## src/rtl/runway_scheduler_pkg.sv

```systemverilog
// Shared types for the runway scheduler: per-runway state, scheduler FSM state
// and a wrap helper for the round-robin search.
package runway_scheduler_pkg;

    typedef enum logic [1:0] {
        FREE   = 2'd0,
        RSV_TO = 2'd1,
        RSV_LD = 2'd2
    } runway_state_t;

    typedef enum logic {
        IDLE  = 1'b0,
        ISSUE = 1'b1
    } sched_state_t;

    // Wrap an index that is at most 2*n-1 back into [0, n).
    function automatic int wrap_idx(input int i, input int n);
        return (i >= n) ? i - n : i;
    endfunction

endpackage

```

## src/rtl/runway_slot.sv

```systemverilog
// One runway: reservation state plus a saturating timer that flags a
// reservation left unreleased for TIMEOUT cycles.
module runway_slot
    import runway_scheduler_pkg::*;
#(
    parameter int TIMEOUT = 1024
) (
    input  logic          clock,
    input  logic          reset_n,
    input  logic          reserve_to,
    input  logic          reserve_ld,
    input  logic          release_hit,
    output runway_state_t state,
    output logic          timeout_flag
);

    localparam int CW = $clog2(TIMEOUT + 1);

    logic [CW-1:0] count;

    // Reservations only land on a FREE runway, so a release to a FREE runway
    // (an error handled by the parent) never disturbs a same-cycle reservation.
    always_ff @(posedge clock or negedge reset_n) begin
        if (!reset_n) begin
            state <= FREE;
            count <= '0;
        end else if (state == FREE) begin
            if (reserve_ld)
                state <= RSV_LD;
            else if (reserve_to)
                state <= RSV_TO;
        end else if (release_hit) begin
            state <= FREE;
            count <= '0;
        end else if (count != CW'(TIMEOUT)) begin
            count <= count + 1'b1;
        end
    end

    assign timeout_flag = (count == CW'(TIMEOUT));

endmodule

```

## src/rtl/runway_scheduler.sv

```systemverilog
// Grants runways to landing requests (first) and the takeoff queue head,
// round-robin over eligible runways, with an emergency lock on new grants.
module runway_scheduler
    import runway_scheduler_pkg::*;
#(
    parameter  int NUM_RUNWAYS = 2,
    parameter  int ID_W        = 4,
    parameter  int TIMEOUT     = 1024,
    localparam int RW          = (NUM_RUNWAYS > 1) ? $clog2(NUM_RUNWAYS) : 1
) (
    input  logic                   clock,
    input  logic                   reset_n,
    input  logic                   tq_empty,
    input  logic [ID_W-1:0]        tq_id,
    output logic                   tq_pop,
    input  logic                   ld_req,
    input  logic [ID_W-1:0]        ld_id,
    output logic                   ld_ack,
    input  logic                   release_valid,
    input  logic [RW-1:0]          release_runway,
    output logic                   release_err,
    input  logic                   emergency,
    input  logic                   emergency_clear,
    input  logic [NUM_RUNWAYS-1:0] runway_landing,
    output logic                   grant_valid,
    input  logic                   grant_ready,
    output logic [ID_W-1:0]        grant_id,
    output logic [RW-1:0]          grant_runway,
    output logic                   grant_landing,
    output logic [NUM_RUNWAYS-1:0] runway_takeoff,
    output logic [NUM_RUNWAYS-1:0] runway_ld_rsv,
    output logic [NUM_RUNWAYS-1:0] timeout_flag,
    output logic                   emergency_active
);

    typedef struct packed {
        logic [ID_W-1:0] id;
        logic [RW-1:0]   runway;
        logic            landing;
    } grant_t;

    sched_state_t  state, state_nx;
    grant_t        grant_q;
    logic [RW-1:0] rr_ptr, sel_idx;
    logic          sel_found, do_grant, emer_lock, release_err_q;
    int            idx;

    runway_state_t          rs [NUM_RUNWAYS];
    logic [NUM_RUNWAYS-1:0] eligible, free_v, rsv_to_v, rsv_ld_v;
    logic [NUM_RUNWAYS-1:0] rel_hit, res_to, res_ld;

    for (genvar i = 0; i < NUM_RUNWAYS; i++) begin : g_slot
        assign rel_hit[i] = release_valid && (release_runway == RW'(i));
        assign res_ld[i]  = do_grant && ld_req && (sel_idx == RW'(i));
        assign res_to[i]  = do_grant && !ld_req && (sel_idx == RW'(i));

        runway_slot #(.TIMEOUT(TIMEOUT)) u_slot (
            .clock        (clock),
            .reset_n      (reset_n),
            .reserve_to   (res_to[i]),
            .reserve_ld   (res_ld[i]),
            .release_hit  (rel_hit[i]),
            .state        (rs[i]),
            .timeout_flag (timeout_flag[i])
        );

        assign free_v[i]   = (rs[i] == FREE);
        assign rsv_to_v[i] = (rs[i] == RSV_TO);
        assign rsv_ld_v[i] = (rs[i] == RSV_LD);
        assign eligible[i] = free_v[i] && !runway_landing[i];
    end

    // First eligible runway at or after rr_ptr, wrapping.
    always_comb begin
        sel_found = 1'b0;
        sel_idx   = '0;
        idx       = 0;
        for (int k = 0; k < NUM_RUNWAYS; k++) begin
            idx = wrap_idx(int'(rr_ptr) + k, NUM_RUNWAYS);
            if (!sel_found && eligible[idx[RW-1:0]]) begin
                sel_found = 1'b1;
                sel_idx   = idx[RW-1:0];
            end
        end
    end

    // reset_n gates the handshakes so every output reads 0 while reset is held.
    assign do_grant = reset_n && (state == IDLE) && !emer_lock && sel_found &&
                      (ld_req || !tq_empty);
    assign ld_ack   = do_grant && ld_req;
    assign tq_pop   = do_grant && !ld_req;

    always_comb begin
        state_nx = state;
        case (state)
            IDLE:    if (do_grant) state_nx = ISSUE;
            ISSUE:   if (grant_ready) state_nx = IDLE;
            default: state_nx = IDLE;
        endcase
    end

    always_ff @(posedge clock or negedge reset_n) begin
        if (!reset_n) begin
            state         <= IDLE;
            rr_ptr        <= '0;
            grant_q       <= '0;
            emer_lock     <= 1'b0;
            release_err_q <= 1'b0;
        end else begin
            state         <= state_nx;
            release_err_q <= |(rel_hit & free_v);
            if (emergency)
                emer_lock <= 1'b1;
            else if (emergency_clear)
                emer_lock <= 1'b0;
            if (do_grant) begin
                grant_q.id      <= ld_req ? ld_id : tq_id;
                grant_q.runway  <= sel_idx;
                grant_q.landing <= ld_req;
                rr_ptr          <= RW'(wrap_idx(int'(sel_idx) + 1, NUM_RUNWAYS));
            end
        end
    end

    assign grant_valid      = (state == ISSUE);
    assign grant_id         = grant_q.id;
    assign grant_runway     = grant_q.runway;
    assign grant_landing    = grant_q.landing;
    assign release_err      = release_err_q;
    assign emergency_active = emer_lock;
    assign runway_takeoff   = emer_lock ? '1 : rsv_to_v;
    assign runway_ld_rsv    = emer_lock ? '1 : rsv_ld_v;

endmodule

```

## config.mk

```make
export PLATFORM = sky130hd
export DESIGN_NAME = runway_scheduler
export DESIGN_NICKNAME = d
export VERILOG_FILES = /design/src/rtl/runway_scheduler_pkg.sv /design/src/rtl/runway_slot.sv /design/src/rtl/runway_scheduler.sv
export SDC_FILE = /design/constraint.sdc
export NUM_CORES = 1
export LEC_CHECK = 0
export BUFFER_PORTS_ARGS = -buffer_cell sky130_fd_sc_hd__clkbuf_2
export CORE_ASPECT_RATIO = 1.4
export CORE_UTILIZATION = 49
export DETAILED_ROUTE_END_ITERATION = 8
export GPL_ROUTABILITY_DRIVEN = 0
export HOLD_SLACK_MARGIN = 0.08
export PLACE_DENSITY = 0.74
export SLEW_MARGIN = 30
export SYNTH_ARGS = -nofsm -noshare
export SYNTH_HDL_FRONTEND = slang
export SYNTH_SLANG_ARGS = --single-unit
```

## constraint.sdc

```tcl
create_clock -name clock -period 1.4 [get_ports clock]
set_input_delay 0.14 -clock clock [delete_from_list [all_inputs] [get_ports clock]]
set_output_delay 0.14 -clock clock [all_outputs]
set_load 0.03 [all_outputs]
```

==> results by group <==
Placement
  – Port buffer count: 35
  – Final HPWL DP: ~3300 um

Route
  – Post-Route WL: ~6600 um
  – First-pass iteration count of the detailed router: 4
  – DRC Markers: 0
  – Routed Antenna Nets: 0
  – Wire length per cell: 19.2 um
  – Vias per cell: between 5 and 6
  – DR vias: between 2000 and 2500
  – DR iter-0 viols: 90

Power
  – Tot Pwr: around 4500 uW
  – Pleak: between 0.001 and 0.0015 uW
  – Worst vdd ir: around 1.2 mV
  – Pwr/cell area: approximately 1400 nW/um2

Finish
  – Layout cells sized above 1: roughly 56%
  – ANT cells: 0
  – Area Overhead vs Synth: 66.3%
  – Fin nets: about 320
  – Fill cell count: roughly 180

Logic synthesis
  – Yosys reg bits: 36
  – Ys async rst share: 100%
  – Yosys warning total: 0
  – Yosys cell types: 47
  – Post-synth top area share: 47.8%
  – Syn Nets: ~220
  – Mux share of post-synthesis cell area: under 10%
  – EDFF count, synth: 0
  – Share of the yosys chip area belonging to registers: a little under half
  – Top post-synthesis cells by count: 36 x dfrtp_1, 16 x nand2_1, 16 x o21ai_0, 14 x inv_1, 13 x nor2_1
  – Synthesized area: ~1900 um2
  – Top cells by area, synth: dfrtp_1 48%, o21ai_0 4.2%, nand2_1 3.2%, inv_1 2.8%, o31ai_1 2.8%
  – Count leader, synth: dfrtp_1
  – Compound-Gate Fraction of Synth Area: 19.2%
  – Synth Area in Simple Gates: roughly a fifth
  – Main combinational cell family by area after synthesis: simple AND/OR/NAND/NOR gates
  – Yosys top cell by area: dfrtp_1
  – Avg Inst Size Synth: slightly below 10 um2
  – XOR/XNOR share of the synthesized area: between 2 and 3%
  – Post-Synth Adder-Cell Area: roughly 2.7%
  – Post-Syn Instances: just under 200
  – Main synth FF type: dfrtp_1

Worst setup path
  – CP startpoint: g_slot[0].u_slot.state[1]
  – Reg2Reg Setup Slack: -290 ps
  – Req. time, crit path: approximately 1300 ps
  – CP Max Fanout: 3
  – Worst Setup EP: ld_ack
  – WP data arrival: about 1600 ps
  – CP max stage cell: dfrtp_1
  – Setup Crit Path Kind: reg -> out
  – Worst path top cell family by delay: simple AND/OR/NAND/NOR gates
  – Max incr delay on CP: 430 ps
  – Startpoint type of the worst setup path: flop
  – Worst r2r src: g_slot[0].u_slot.state[1]
  – RR Endpoint: g_slot[0].u_slot.state[1]
  – Buf/Inv on CP: 2
  – CP endpoint kind: output port
  – Worst path cell trace: nor3_2 > o211ai_1 > or2_4 > clkinvlp_4 > buf_8
  – Stages on worst setup path: 5
  – R2R cell count: 6

GRT
  – First-pass GRT wire length: 8340 um
  – Largest net degree at the start of global routing: 37
  – Vias in the first global route: around 1900
  – Initial antenna violation count: 0
  – Grt ovf: 0
  – GRT Util Overall: around 28%

Run status
  – Violated checks: negative setup slack
  – Status: complete, but fails checks

Timing
  – Setup slack after layout: -314 ps
  – Worst Skew: about 5.4 ps
  – Final hold slack: 129 ps
  – Final hold vios: 0
  – Final setup vio count: 30
  – Peak Freq: a little under 0.6 GHz
  – Slew HR: approximately two thirds
  – Max-slew violation count: 0
  – Period utilization: 122%
  – RSZ-0062 raised after global routing: true
  – Slew @ Worst Pin: around 470 ps
  – Period minus WS final: between 1500 and 2000 ps

Die
  – Die width: about 54 um
  – Initial Utilization: between 50% and 60%
  – Ports: 36
  – Die footprint: 4100 um2
  – Die height: 75.4 um
  – Core outline area: ~3700 um2
  – Cell Rows: 26

Clock tree
  – Htree depth: 2
  – Skew-Pair Late Insertion Delay: a little under 300 ps
  – Clock Root Buffer: clkbuf_8
  – Clk slew on worst S/H paths: 70 ps
  – Clk buf depth: 2
  – CTS Buf Count: 5
  – TritonCTS sink count: 36
  – TritonCTS clock tree: done

Worst hold path
  – Worst min path class: in -> reg
  – Hold path cells: 2

Run
  – Max_cap viols: 0
cell type report:
class	count	area, um2	share of cell area [%]
Multi-Input combinational cell	138	1180	37.6
Sequential cell	36	907	28.9
Timing Repair Buffer	104	840	26.8
Clock buffer	8	100	3.19
Inverter	14	56.3	1.80
Tap cell	42	52.6	1.68
power breakdown:
part	switching, uW	leakage [uW]	internal (uW)
registers	277	0.000458	1310
logic	1060	0.000938	1000
clock network	385	0.0000515	449
per-layer routing:
layer,vias up,wire [um],share of wire [%],track usage (%)
met5,-,0,0,0
met4,0,345,5.3,13.4
met3,40,360,5.5,7.78
met2,95,3420,52,50.8
met1,976,2440,37,29.8
li1,910,-,-,-
flip-flops by register name (all words and copies together), names as in the netlist:
signal               count
emergency_active         1
g_slot.u_slot.count     22
g_slot.u_slot.state      4
grant_id                 4
grant_landing            1
grant_runway             1
grant_valid              1
release_err              1
rr_ptr                   1
metrics by stage:
| step | cell area [um2] | std cells | setup TNS, ps | utilization, % | setup slack [ps] |
|---|---|---|---|---|---|
| 2_1_floorplan | 1920 | 195 | -176 | - | -55.3 |
| 3_3_place_gp | 2380 | 303 | -101 | 64.8 | -46.7 |
| 3_5_place_dp | 2380 | 303 | -373 | 64.8 | -96.5 |
| 4_1_cts | 2790 | 330 | -1770 | 75.8 | -274 |
| 5_1_grt | 3140 | 342 | -4580 | 85.3 | -355 |
| 6_report | 3140 | 342 | -2830 | 85.3 | -314 |
repair_timing:
| item | 4_1_cts | 5_1_grt |
|---|---|---|
| resized for setup | 37 | 71 |
| hold endpoints to repair | 38 | 0 |
| gates cloned | 0 | 1 |
| pin swaps | 18 | 27 |
| setup endpoints to repair | 18 | 37 |
| hold buffers | 3 | 0 |
| setup buffers | 16 | 13 |
cells in the final DEF, fill, tap and decap left out, types with 5 or more instances in the layout:
cell type and count:
o21ai_0 10, clkbuf_8 7, a21o_1 6, nor2_1 9, o21ai_1 5, buf_8 7
buf_6 13, clkbuf_2 27, dfrtp_2 5, nand2_2 6, inv_1 10, nand2_1 10
buf_4 53, dfrtp_1 31
cell families after synthesis:
group | after synthesis
xor gates and xnor gates | 6
adders and majority gates | 4
AOI/OAI and AO/OA | 54
and+or+nand+nor | 68
DFF | 36
muxes | 6
buffers and inverters | 21
worst register-to-register path, cell delays in order (launching register included):
cell	delay (ps)
dfrtp_1	430
nor3_2	210
o211ai_1	170
or2_4	280
buf_4	140
buf_6	120
o32ai_2	260
worst min path at each step:
| stage | startpoint | end | slack, ps |
|---|---|---|---|
| floorplan | reset_n | emergency_active | -160 |
| global placement | reset_n | g_slot[0].u_slot.count[0] | 270 |
| detailed placement | reset_n | g_slot[1].u_slot.count[2] | 270 |
| CTS | emergency_clear | emergency_active | 100 |
| global route | ld_id[3] | grant_id[3] | 150 |
| finish | release_valid | release_err | 130 |
Power figures use the tool's default switching activity.
